==> config.mk <==
export PLATFORM = sky130hd
export DESIGN_NAME = serial_subtractor
export DESIGN_NICKNAME = d
export VERILOG_FILES = /design/src/rtl/sub_pkg.sv /design/src/rtl/sub_bit.sv /design/src/rtl/serial_subtractor.sv
export SDC_FILE = /design/constraint.sdc
export NUM_CORES = 1
export LEC_CHECK = 0
export ABC_AREA = 1
export CORE_MARGIN = 2
export CORE_UTILIZATION = 55
export CTS_BUF_LIST = sky130_fd_sc_hd__clkbuf_8
export DETAILED_ROUTE_END_ITERATION = 6
export GPL_ROUTABILITY_DRIVEN = 1
export PLACE_DENSITY = 0.85
export REMOVE_ABC_BUFFERS = 1
export SYNTH_ARGS = -nofsm -noshare
export SYNTH_HDL_FRONTEND = slang
export SYNTH_SLANG_ARGS = --single-unit
==> constraint.sdc <==
create_clock -name clk -period 2.5 [get_ports clk]
set_clock_uncertainty 0.1 [all_clocks]
set_input_delay 0.25 -clock clk [delete_from_list [all_inputs] [get_ports clk]]
set_output_delay 0.25 -clock clk [all_outputs]
set_load 0.1 [all_outputs]
==> src/rtl/sub_pkg.sv <==
// Shared types and constants for the bit-serial subtractor.
// Latency: n/a (declarations only).
// Backpressure: n/a (declarations only).
package sub_pkg;

    // Default operand / result width in bits.
    localparam int DEFAULT_W = 4;

    // Operation sequencer states.
    typedef enum logic [1:0] {
        IDLE = 2'd0,
        RUN  = 2'd1,
        DONE = 2'd2
    } state_t;

endpackage : sub_pkg

==> src/rtl/sub_bit.sv <==
// One-bit full subtractor: d = a - b - bin, with borrow-out.
// Latency: purely combinational.
// Backpressure: none; no flow control at this level.
module sub_bit (
    input  logic a,
    input  logic b,
    input  logic bin,
    output logic d,
    output logic bout
);

    assign d    = a ^ b ^ bin;
    // Borrow out when b exceeds a, or when they match and a borrow is pending.
    assign bout = (~a & b) | (~(a ^ b) & bin);

endmodule : sub_bit

==> src/rtl/serial_subtractor.sv <==
// Bit-serial subtractor: z = a - b mod 2^W, one bit per cycle, LSB first.
// Latency: out_valid rises W clock edges after the accepting edge; W+2 cycles minimum per operation.
// Backpressure: result held in DONE while out_ready=0; operands taken only in IDLE.
module serial_subtractor
    import sub_pkg::*;
#(
    parameter int W = DEFAULT_W
) (
    input  logic         clk,
    input  logic         rst,
    input  logic [W-1:0] a,
    input  logic [W-1:0] b,
    input  logic         in_valid,
    output logic         in_ready,
    output logic [W-1:0] z,
    output logic         borrow,
    output logic         ovf,
    output logic         out_valid,
    input  logic         out_ready
);

    // One extra bit so the counter can reach W without wrapping.
    localparam int CW = $clog2(W) + 1;

    state_t        state;
    state_t        state_next;
    logic [W-1:0]  a_sr;
    logic [W-1:0]  b_sr;
    logic [W-1:0]  z_sr;
    logic          br;
    logic [CW-1:0] cnt;
    logic          borrow_q;
    logic          ovf_q;
    logic          d_bit;
    logic          br_out;
    logic          last_bit;

    // The single subtractor cell always works on the current LSBs of the
    // operand shift registers and the running borrow.
    sub_bit u_bit (
        .a    (a_sr[0]),
        .b    (b_sr[0]),
        .bin  (br),
        .d    (d_bit),
        .bout (br_out)
    );

    // Next-state logic and handshake outputs decoded from the current state.
    always_comb begin
        state_next = state;
        in_ready   = 1'b0;
        out_valid  = 1'b0;
        last_bit   = (cnt == CW'(W - 1));
        case (state)
            IDLE: begin
                in_ready = 1'b1;
                if (in_valid) begin
                    state_next = RUN;
                end
            end
            RUN: begin
                if (last_bit) begin
                    state_next = DONE;
                end
            end
            DONE: begin
                out_valid = 1'b1;
                if (out_ready) begin
                    state_next = IDLE;
                end
            end
            default: state_next = IDLE;
        endcase
    end

    // State register and datapath: latch operands, shift one bit per RUN
    // cycle, and capture borrow/overflow on the final bit.
    always_ff @(posedge clk or posedge rst) begin
        if (rst) begin
            state    <= IDLE;
            a_sr     <= '0;
            b_sr     <= '0;
            z_sr     <= '0;
            br       <= 1'b0;
            cnt      <= '0;
            borrow_q <= 1'b0;
            ovf_q    <= 1'b0;
        end else begin
            state <= state_next;
            case (state)
                IDLE: begin
                    if (in_valid) begin
                        a_sr <= a;
                        b_sr <= b;
                        br   <= 1'b0;
                        cnt  <= '0;
                    end
                end
                RUN: begin
                    a_sr <= {1'b0, a_sr[W-1:1]};
                    b_sr <= {1'b0, b_sr[W-1:1]};
                    z_sr <= {d_bit, z_sr[W-1:1]};
                    br   <= br_out;
                    cnt  <= cnt + CW'(1);
                    if (last_bit) begin
                        // On the last bit the shift-register LSBs hold the
                        // operand sign bits and d_bit becomes the result MSB.
                        borrow_q <= br_out;
                        ovf_q    <= (a_sr[0] ^ b_sr[0]) & (a_sr[0] ^ d_bit);
                    end
                end
                default: ;
            endcase
        end
    end

    assign z      = z_sr;
    assign borrow = borrow_q;
    assign ovf    = ovf_q;

endmodule : serial_subtractor

Word-level counts from Yosys, hierarchy flattened
Cells that the tools add are included.

cells by class
  add/subtract/negate cells = 1
  eq/ne operators = 6
  mux-type cells = 14
  bitwise logic cells = 9
  reduce and logical (&&, ||, !) cells = 5

operator list
  operator                                                          count
  4-bit case mux with 2 select lines                                2
  4-bit 2-to-1 mux                                                  2
  2-bit 2-to-1 mux                                                  3
  2-bit != test (second input constant)                             3
  2-bit case mux with 3 select lines                                1
  3-bit case mux with 2 select lines                                1
  2-bit AND reduction                                               2
  3-bit by 1-bit adder with 3-bit output (second input constant)    1
  1-bit AND                                                         3
  3-bit by 2-bit == test with 1-bit output (second input constant)  1
  1-bit 2-to-1 mux                                                  3
  3-bit 2-to-1 mux                                                  1
  3-bit AND reduction                                               1
  1-bit XOR                                                         3
  2-bit by 1-bit == test with 1-bit output (second input constant)  1
  2-bit == test (second input constant)                             1
  2-bit zero test                                                   1
  1-bit NOT                                                         2
  1-bit case mux with 2 select lines                                1
  2-bit nonzero test                                                1
  1-bit OR                                                          1

storage, ports and cells
  register bits after elaboration = 20
  input port bits = 12
  output and inout port bits = 8
  logic and storage cells = 43

Logic depth before layout (Yosys ltp)
Gate-level depths: netlist of run 1.

  depth after elaboration = 5
  gate-level depth with buffers = 6
  mapped depth without buffers = 6

Modules after synthesis
From an unflattened synthesis of run 1, not the netlist that was laid out.

second synthesis, totals
  cells, all modules = 122
  area, all modules = 991.0 µm²

by module, submodules not included
  module             times used  cells each  area an instance (µm²)  sequential area each (µm²)
  serial_subtractor  1           118         959.7                   500.5
  sub_bit            1           4           31.3                    0.0

Least setup slack after synthesis of run 1
OpenSTA, ideal clock, no wires.

  path kind = reg2reg
  start = register state[0]
  end = register a_sr[3]
  data arrival time = 2063 ps
  data required time = 2317 ps
  setup slack = 254 ps
  stages on the path, launching flop included = 5
  path buffers = 1
  period minus slack after synthesis = 2246 ps
  cells stage by stage = dfrtp_1 buf_6 nor2_1 nand3_1 o21ai_0

on the way
  longest elaborated chain between the ends = 3
  elaborated cells between the ends (all ways) = 6
  classes of those cells = 2 x eq/ne; 1 x mux; 3 x reduce/logical

ends and longest elaborated chain
  element                                                                      line                      text
  from (decl)                                                                  serial_subtractor.sv:25   state_t state;
  from (signal assigned)                                                       serial_subtractor.sv:89   state <= state_next;
  2-bit by 1-bit == test with 1-bit output or 2-bit zero test (tied branches)  serial_subtractor.sv:90   case (state)
  2-bit nonzero test (no line) or 2-bit != test (tied branches)                -
  2-bit AND reduction (no line)                                                -
  to (signal assigned)                                                         serial_subtractor.sv:100  a_sr <= {1'b0, a_sr[W-1:1]};
  to (decl)                                                                    serial_subtractor.sv:27   logic [W-1:0] a_sr;

Several ways; a longest one is shown, not always the timed one.
A chain may end at the register's enable or synchronous reset.

Worst setup path after layout of run 1
  start = register state[0]
  end = output in_ready

on the way
  longest elaborated chain between the ends = 2

ends and longest elaborated chain
  element           line                     text
  2-bit zero test   serial_subtractor.sv:54  case (state)
  1-bit 2-to-1 mux  serial_subtractor.sv:54
  to (decl)         serial_subtractor.sv:14  output logic in_ready,

Every way passes these cells.

==> impl_metrics.yaml, run 1 <==
placed_design:
  post-dp-hpwl_um: 1290
  port_buffers: 19
  gp_congestion: 0.776
route:
  wire_per_inst_um: 11.8
  drc: 0
  vias_per_cell: 5.19
  drt.antenna.violating_nets: 0
  vias: 778
  first_iter_violations: 19
  wirelength_um: 1780
  dr.pass1.iters: 4
grt:
  grt_pass1_vias: 727
  grt_util_all_layers_pct: 20.7
  grt_first_pass_wirelength_um: 2990
  grt_overflow: 0
  antenna_found_initial: 0
  grt_max_degree: 21
clock_network:
  cts_tree: "done"
  post_cts_buffers: 0
  cts.hold.buffers_added: 0
  cts.sinks: 20
  clk_pin_slew_ns: 0.07
  clockRootBuffer: "clkbuf_8"
  clk_latency_ns: 0.25
  numCtsBuffers: 3
  clockBufferDepth: 2
  cts_resized: 0
  htreeDepth: 1
setup_path:
  endpoint_kind: "primary output"
  cp_max_fo: 9
  critical_path_class: "flip-flop to primary output"
  crit_path_start_kind: "flip-flop"
  crit_required_ns: 2.15
  worstPathCellList: "nor2_1 -> buf_4"
  startpoint: "state[0]"
  max_stage_delay_ns: 0.51
  critPathSlowestCell: "dfrtp_1"
  timing.rr.start: "a_sr[0]"
  worstPathArrival_ns: 1.33
synthesis:
  syn_inst: 112
  ys_types: 20
  ys_ff_latch: 20
  ys_seq_area_share_pct: 51.3
  yosysWarnings: 0
  async_flop_share_pct: 100
  synth_ff_type: "dfrtp_1"
  syn_avg_cell_area_sq_um: 8.70
  synth_area_sq_um: 975
  synth-edff-count: 0
sta:
  finalMaxSlewViolations: 0
  post-route-period-util_pct: 67.3
  fin_crit_ns: 1.68
  slew_headroom_pct: 51.3
  hold_viol: 0
  setup_tns_ns: 0
  fmax_mhz: 595
  rsz0062_at_grt: "false"
  tightest_slew_ns: 0.730
  setup-violations-final: 0
cells_and_area:
  drive_gt1_share_pct: 15.0
  diodes: 0
  nNetsFinal: 150
  syn2layout_area_growth_pct: 22.6
floorplan:
  core_sq_um: 1690
  dieArea_sq_um: 2120
  fp.dieH_um: 46.1
  die_x_um: 46.1
  start_util_pct: 57.7
  io_pins: 20
  fp-row-count: 15
hold_path:
  worstHoldPathType: "primary input to asynchronous set/reset pin"
status:
  status: "complete, no violations"
flow_run:
  cap_violations: 0
==> final timing paths <==
check | to | slack (ns) | cells after the start
setup reg to reg | ovf | 0.87 | 5
setup / recovery | in_ready | 0.82 | 2
hold reg to reg | a_sr[1] | 0.38 | 2
hold / removal | z[3] | 0.31 | 2
max in group asynchronous | state[0] | 1.53 | 2
min in group clk | a_sr[1] | 0.38 | 2
==> cells in the final DEF (no fill, tap or decap) <==
cell	instances
a21oi_1	3
buf_4	8
clkbuf_8	4
clkdlybuf4s50_1	11
dfrtp_1	20
fa_1	1
ha_1	3
inv_1	13
inv_2	2
nand2_1	39
nand2_4	2
nand3_1	9
nor2_1	4
nor2_4	1
o21ai_0	4
o21ai_1	1
o21ai_2	1
o22ai_1	1
o31ai_1	1
or2_1	3
or2_2	2
==> worst max-delay path: cells and delay by family (launching register included) <==
family / cells / cell delay [ns]
AND/OR/NAND/NOR: 1 / 0.24
flip-flops: 1 / 0.51
buffers and inverters: 1 / 0.33
==> sequential cells by signal, summed over array words and instances (netlist names) <==
| name | flops |
|---|---|
| a_sr | 4 |
| b_sr | 4 |
| borrow | 1 |
| br | 1 |
| cnt | 3 |
| ovf | 1 |
| state | 2 |
| z | 4 |
==> final cells by class <==
type                    count  area (sq um)
multi-input cells          75           392
well taps                  17          21.3
fillers                   131           494
repair buffers             19           170
inverters                  15          56.3
flip-flops and latches     20           500
clock buffers               4          55.1
==> cells in the mapped netlist (2+ instances only) <==
cell type	number	share of area (%)
nand2_1	39	15
dfrtp_1	20	51
inv_1	13	5.0
nand3_1	9	4.6
nor2_1	4	1.5
o21ai_0	4	2.1
a21oi_1	3	1.5
ha_1	3	3.9
or2_1	3	1.9
inv_2	2	0.77
nand2_4	2	2.3
or2_2	2	1.3
==> stage by stage <==
stage	std cells	worst slack (ns)	area (sq um)	hold slack (ns)	utilization, %
2_1_floorplan	110	0.235	948	0.114	-
3_3_place_gp	146	0.967	1140	0.360	67.5
3_5_place_dp	146	0.880	1140	0.360	67.5
4_1_cts	150	0.822	1190	0.346	70.7
5_1_grt	150	0.723	1190	0.396	70.7
6_report	150	0.818	1190	0.310	70.7
==> cells by family after synthesis <==
logic type	after synthesis	share of synthesized area [%]
simple gates	60	27.9
flops	20	51.3
buf+inv	17	8.47
compound gates	11	6.42
fa+ha+maj	4	5.91
==> layer usage <==
metal	track usage, %	part of all wire, %
met1	25.1	44
met2	32.8	49
met3	3.92	4.3
met4	14.9	2.8
met5	0	0
Power of run 1 is left out: the tool's default activity adds up to more than one toggle a clock period on the data nets, which glitch-free logic cannot reach.
==> run 2: changes to the inputs <==
- CORE_UTILIZATION: 55 -> 47
- PLACE_DENSITY: 0.85 -> 0.77
- clock period: 2.5 -> 1.4 ns (I/O delays scaled with it)
==> run 2 against run 1 <==
Against the previous run: the flow now finishes with violations (setup timing); flip-flop and latch count stayed put; setup slack worse by 0.90 ns; non-clock buffer count is 7 higher; final area is 16% higher; clock-buffer cell count stayed put; register-to-register slack worse by 0.96 ns; utilization is 0.14 points lower; critical path type is now flip-flop to flip-flop.
==> impl_metrics.yaml, run 2 (synthesis results as in run 1) <==
setup_path:
  critical_path_class: "flip-flop to flip-flop"
  cp_max_fo: 3
  crit_required_ns: 1.44
  timing.rr.start: "br"
  endpoint_kind: "flip-flop"
  worstPathArrival_ns: 1.53
  r2r_end: "ovf"
  crit_path_start_kind: "flip-flop"
  reg2reg_slack_ns: -0.09
  r2r_cells: 4
cells_and_area:
  drive_gt1_share_pct: 23.6
  final_common_cell: "nand2_1"
  layout_common_cells: "nand2_1, dfrtp_1, inv_1"
  diodes: 0
  syn2layout_area_growth_pct: 42.1
  nNetsFinal: 157
  stdcell_count: 167
grt:
  grt_util_all_layers_pct: 17.5
  grt_overflow: 0
  grt_first_pass_wirelength_um: 3250
  grt_pass1_vias: 795
  antenna_found_initial: 0
  grt_max_degree: 21
route:
  wirelength_um: 1880
  wire_per_inst_um: 11.3
  drt.antenna.violating_nets: 0
  vias: 793
  dr.pass1.iters: 4
  drc: 0
  first_iter_violations: 12
  vias_per_cell: 4.75
placed_design:
  dpl.cell_count: 160
  gp_congestion: 0.737
  port_buffers: 19
  post-dp-hpwl_um: 1350
status:
  violations: "setup timing"
  status: "finished, violations left"
clock_network:
  clockRootBuffer: "clkbuf_8"
  clockBufferDepth: 2
  cts.sinks: 20
  clk_latency_ns: 0.25
  clk_pin_slew_ns: 0.07
  cts.hold.buffers_added: 0
  cts_tree: "done"
  numCtsBuffers: 3
  htreeDepth: 1
floorplan:
  fp-row-count: 16
  io_pins: 20
  core_sq_um: 1960
  start_util_pct: 49.7
  fp.dieH_um: 49.5
  dieArea_sq_um: 2450
  die_x_um: 49.5
sta:
  rsz0062_at_grt: "true"
  hold_viol: 0
  slew_headroom_pct: 73.2
  fin_crit_ns: 1.49
  setup-violations-final: 1
  fin_ws_ns: -0.0856
  finalMaxSlewViolations: 0
  fmax_mhz: 673
  tightest_slew_ns: 0.402
  post-route-period-util_pct: 106
flow_run:
  cap_violations: 0
hold_path:
  worstHoldPathType: "primary input to asynchronous set/reset pin"
-- run 2: metal layers --
metal / global-route usage, % / routed length [um] / part of all wire, %
met1: 21.3 / 808 / 43
met2: 30.0 / 984 / 52
met3: 3.03 / 74 / 3.9
met4: 8.33 / 15 / 0.80
met5: 0 / 0 / 0
-- run 2: cell type report --
class	instances	area (sq um)
Multi-Input combinational cell	75	414
Sequential cell	20	503
Clock buffer	4	55.1
Tap cell	27	33.8
Fill cell	162	577
Inverter	15	56.3
Timing Repair Buffer	26	323
-- run 2: how the worst max path moves through the flow --
stage / start / cells past startpoint / endpoint
finish: br / 4 / ovf
global route: br / 4 / ovf
CTS: a_sr[0] / 5 / ovf
detailed placement: br / 4 / ovf
global placement: br / 4 / ovf
floorplan: state[0] / 3 / a_sr[3]
-- run 2: critical path, stage by stage, from the launching register on --
cell	delay, ns
dfrtp_1	0.40
fa_1	0.51
or2_4	0.25
nand3_2	0.07
nand2_1	0.05
-- run 2: stage by stage --
stage	worst slack [ns]	utilization [%]	hold slack, ns	TNS, ns	area (sq um)
floorplan	-0.865	-	0.00383	-3.14	948
global placement	-0.109	65.4	0.360	-0.109	1280
detailed placement	-0.147	65.4	0.368	-0.147	1280
CTS	-0.0810	69.5	0.123	-0.102	1360
global route	-0.140	70.6	0.151	-0.140	1390
finish	-0.0856	70.6	0.114	-0.0856	1390
-- run 2: repair_timing --
action | 4_1_cts | 5_1_grt
endpoints found under the setup margin | 3 | 3
resized for setup | 7 | 2
setup buffers | 1 | 2
endpoints found under the hold margin | 0 | 0
pin swaps | 2 | 1
Power of run 2 is left out for the same reason.
==> run 3: changes to the inputs <==
- CAP_MARGIN: unset -> 20
==> results of run 3 <==
No change in the layout: final DEF, timing and power equal those of run 2.
Power of run 3 is left out for the same reason.
==> RTL edit: new RTL, config.mk and constraints of run 1 <==
Set the package constant `DEFAULT_W` to 2 (it was 4).
--- a/src/rtl/sub_pkg.sv
+++ b/src/rtl/sub_pkg.sv
@@ -5,5 +5,5 @@
 
     // Default operand / result width in bits.
-    localparam int DEFAULT_W = 4;
+    localparam int DEFAULT_W = 2;
 
     // Operation sequencer states.
Ports: changed (resized a, b and z); port bits go from 20 to 14. The function was not compared with the original's and may differ.
==> RTL edit against run 1 <==
Synthesized cell count shrank 37%; synthesized area shrank 33%; cell count shrank 33%; sequential cell count shrank 7; via count shrank 34%; highest routed layer unchanged; design area shrank 32%; count of clock-buffer cells in the layout shrank 1; non-clock buffer count shrank 6; wire length shrank 34%; setup slack gained 0.032 ns; register-to-register slack gained 0.20 ns; die area shrank 31%.
Power is not shown: default switching activity piles up to over one toggle a cycle in this logic, so the estimate is an artifact.
==> RTL edit: results (changes against run 1) <==
| Metric | Value |
|---|---|
| Status | completed (unchanged) |
| Initial DRC Count | 6 (was 19) |
| Max Buffers Root-to-Sink | 2 (unchanged) |
| Final net count | 99 (was 150) |
| Share of post-route cells with drive strength above 1 | 0.230 (was 0.150) |
| Flop-to-flop setup slack | 1.07 ns (was 0.87 ns) |
| CTS root buffer | clkbuf_8 (unchanged) |
| Critical Path AT | 1.30 ns (was 1.33 ns) |
| Yosys warnings | 0 (unchanged) |
| Post-synth cell types | 17 (was 20) |
| Placed wire-length estimate | 886 um (was 1.29 mm) |
| Post-CTS Setup Inserts | 0 (unchanged) |
| First-pass GRT wire length | 2.10 mm (was 2.99 mm) |
| Fillers | 84 (was 131) |
| Worst hold margin | 0.227 ns (was 0.310 ns) |
| Clk_lat worst skew | 0.24 ns |
| Routed length per instance | 11.6 um (was 11.8 um) |
| TritonCTS buffer count | 3 (unchanged) |
| H-tree Lvls | 1 (unchanged) |
| Placer Congestion | 0.738 (was 0.776) |
| Inserted Diodes | 0 (unchanged) |
| Actual slew at the worst max-slew pin | 0.488 ns (was 0.730 ns) |
| Post-synth ARST share | 1.00 (unchanged) |
| Port bufs | 13 (was 19) |
| Area contributors post-synth | dfrtp_1, nand2_1, inv_1 (unchanged) |
| Top post-synthesis cells by count | nand2_1, dfrtp_1, inv_1 (unchanged) |
| Largest net degree at the start of global routing | 14 (was 21) |
| Initial antenna violation count | 0 (unchanged) |
| Via count | 515 (was 778) |
| Tot GR Track Use | 0.218 (was 0.207) |
| Register area share after synthesis | 0.500 (was 0.513) |
| Post-CTS sizing | 0 (unchanged) |
| Drt first pass iters | 4 (unchanged) |
| Clk pin slew, worst setup/hold paths | 0.06 ns |
| Worst min-delay path class | in2async (unchanged) |
| CP Max Fanout | 10 (was 9) |
| Setup tns final | 0 ns (unchanged) |
-- RTL edit: cell types whose count changed after synthesis, moves of 2 or more --
cell	run 1	this run
nand2_1	39	19
dfrtp_1	20	13
nand3_1	9	5
o21ai_2	1	4
or2_1	3	0
inv_1	13	11
o21ai_0	4	2
or2_2	2	0
-- RTL edit: kinds of logic (layout without fill, tap and decap cells) --
group                    Yosys count  in the layout  synth area share
buffers and inverters             13             29            0.0865
flip-flops                        13             13             0.500
AND/OR/NAND/NOR                   31             31             0.215
AO/OA/AOI/OAI                     11             11             0.129
adder cells (fa/ha/maj)            3              3            0.0692
-- RTL edit: worst max-delay path, stage by stage (launching register included) --
cell and delay, ns:
dfrtp_1 0.50, nor2_1 0.23, buf_4 0.32
-- RTL edit: through the flow --
stage	setup WS, ns	area, sq um	util	cells
after floorplan	0.173	639	-	70
after global placement	1.12	772	0.695	97
after detailed placement	1.06	772	0.695	97
after CTS	0.862	818	0.736	101
after global routing	0.763	818	0.736	101
final	0.850	818	0.736	101
-- RTL edit: path summary, 6_finish.rpt --
path	start	to	cells past startpoint
max	state[0]	in_ready	2
min reg2reg	ovf	ovf	2
min	rst	z[1]	2
max in group asynchronous	rst	b_sr[0]	2
max reg2reg	br	ovf	5
min in group clk	ovf	ovf	2
-- RTL edit: layer usage --
metal	global-route usage	vias to the layer above	wire, um
met3	0.0349	4	28
met2	0.377	11	610
met1	0.235	246	498
met4	0.164	0	38
met5	0	-	0
li1	-	254	-
-- RTL edit: cell type report --
type / count / area (sq um) / share of cell area
tap: 14 / 17.5 / 0.0214
clock inverter: 1 / 5.00 / 0.00612
inverter: 12 / 45.0 / 0.0550
timing repair buffer: 13 / 115 / 0.141
clock buffer: 3 / 41.3 / 0.0505
multi-input combinational: 45 / 269 / 0.329
sequential: 13 / 325 / 0.398
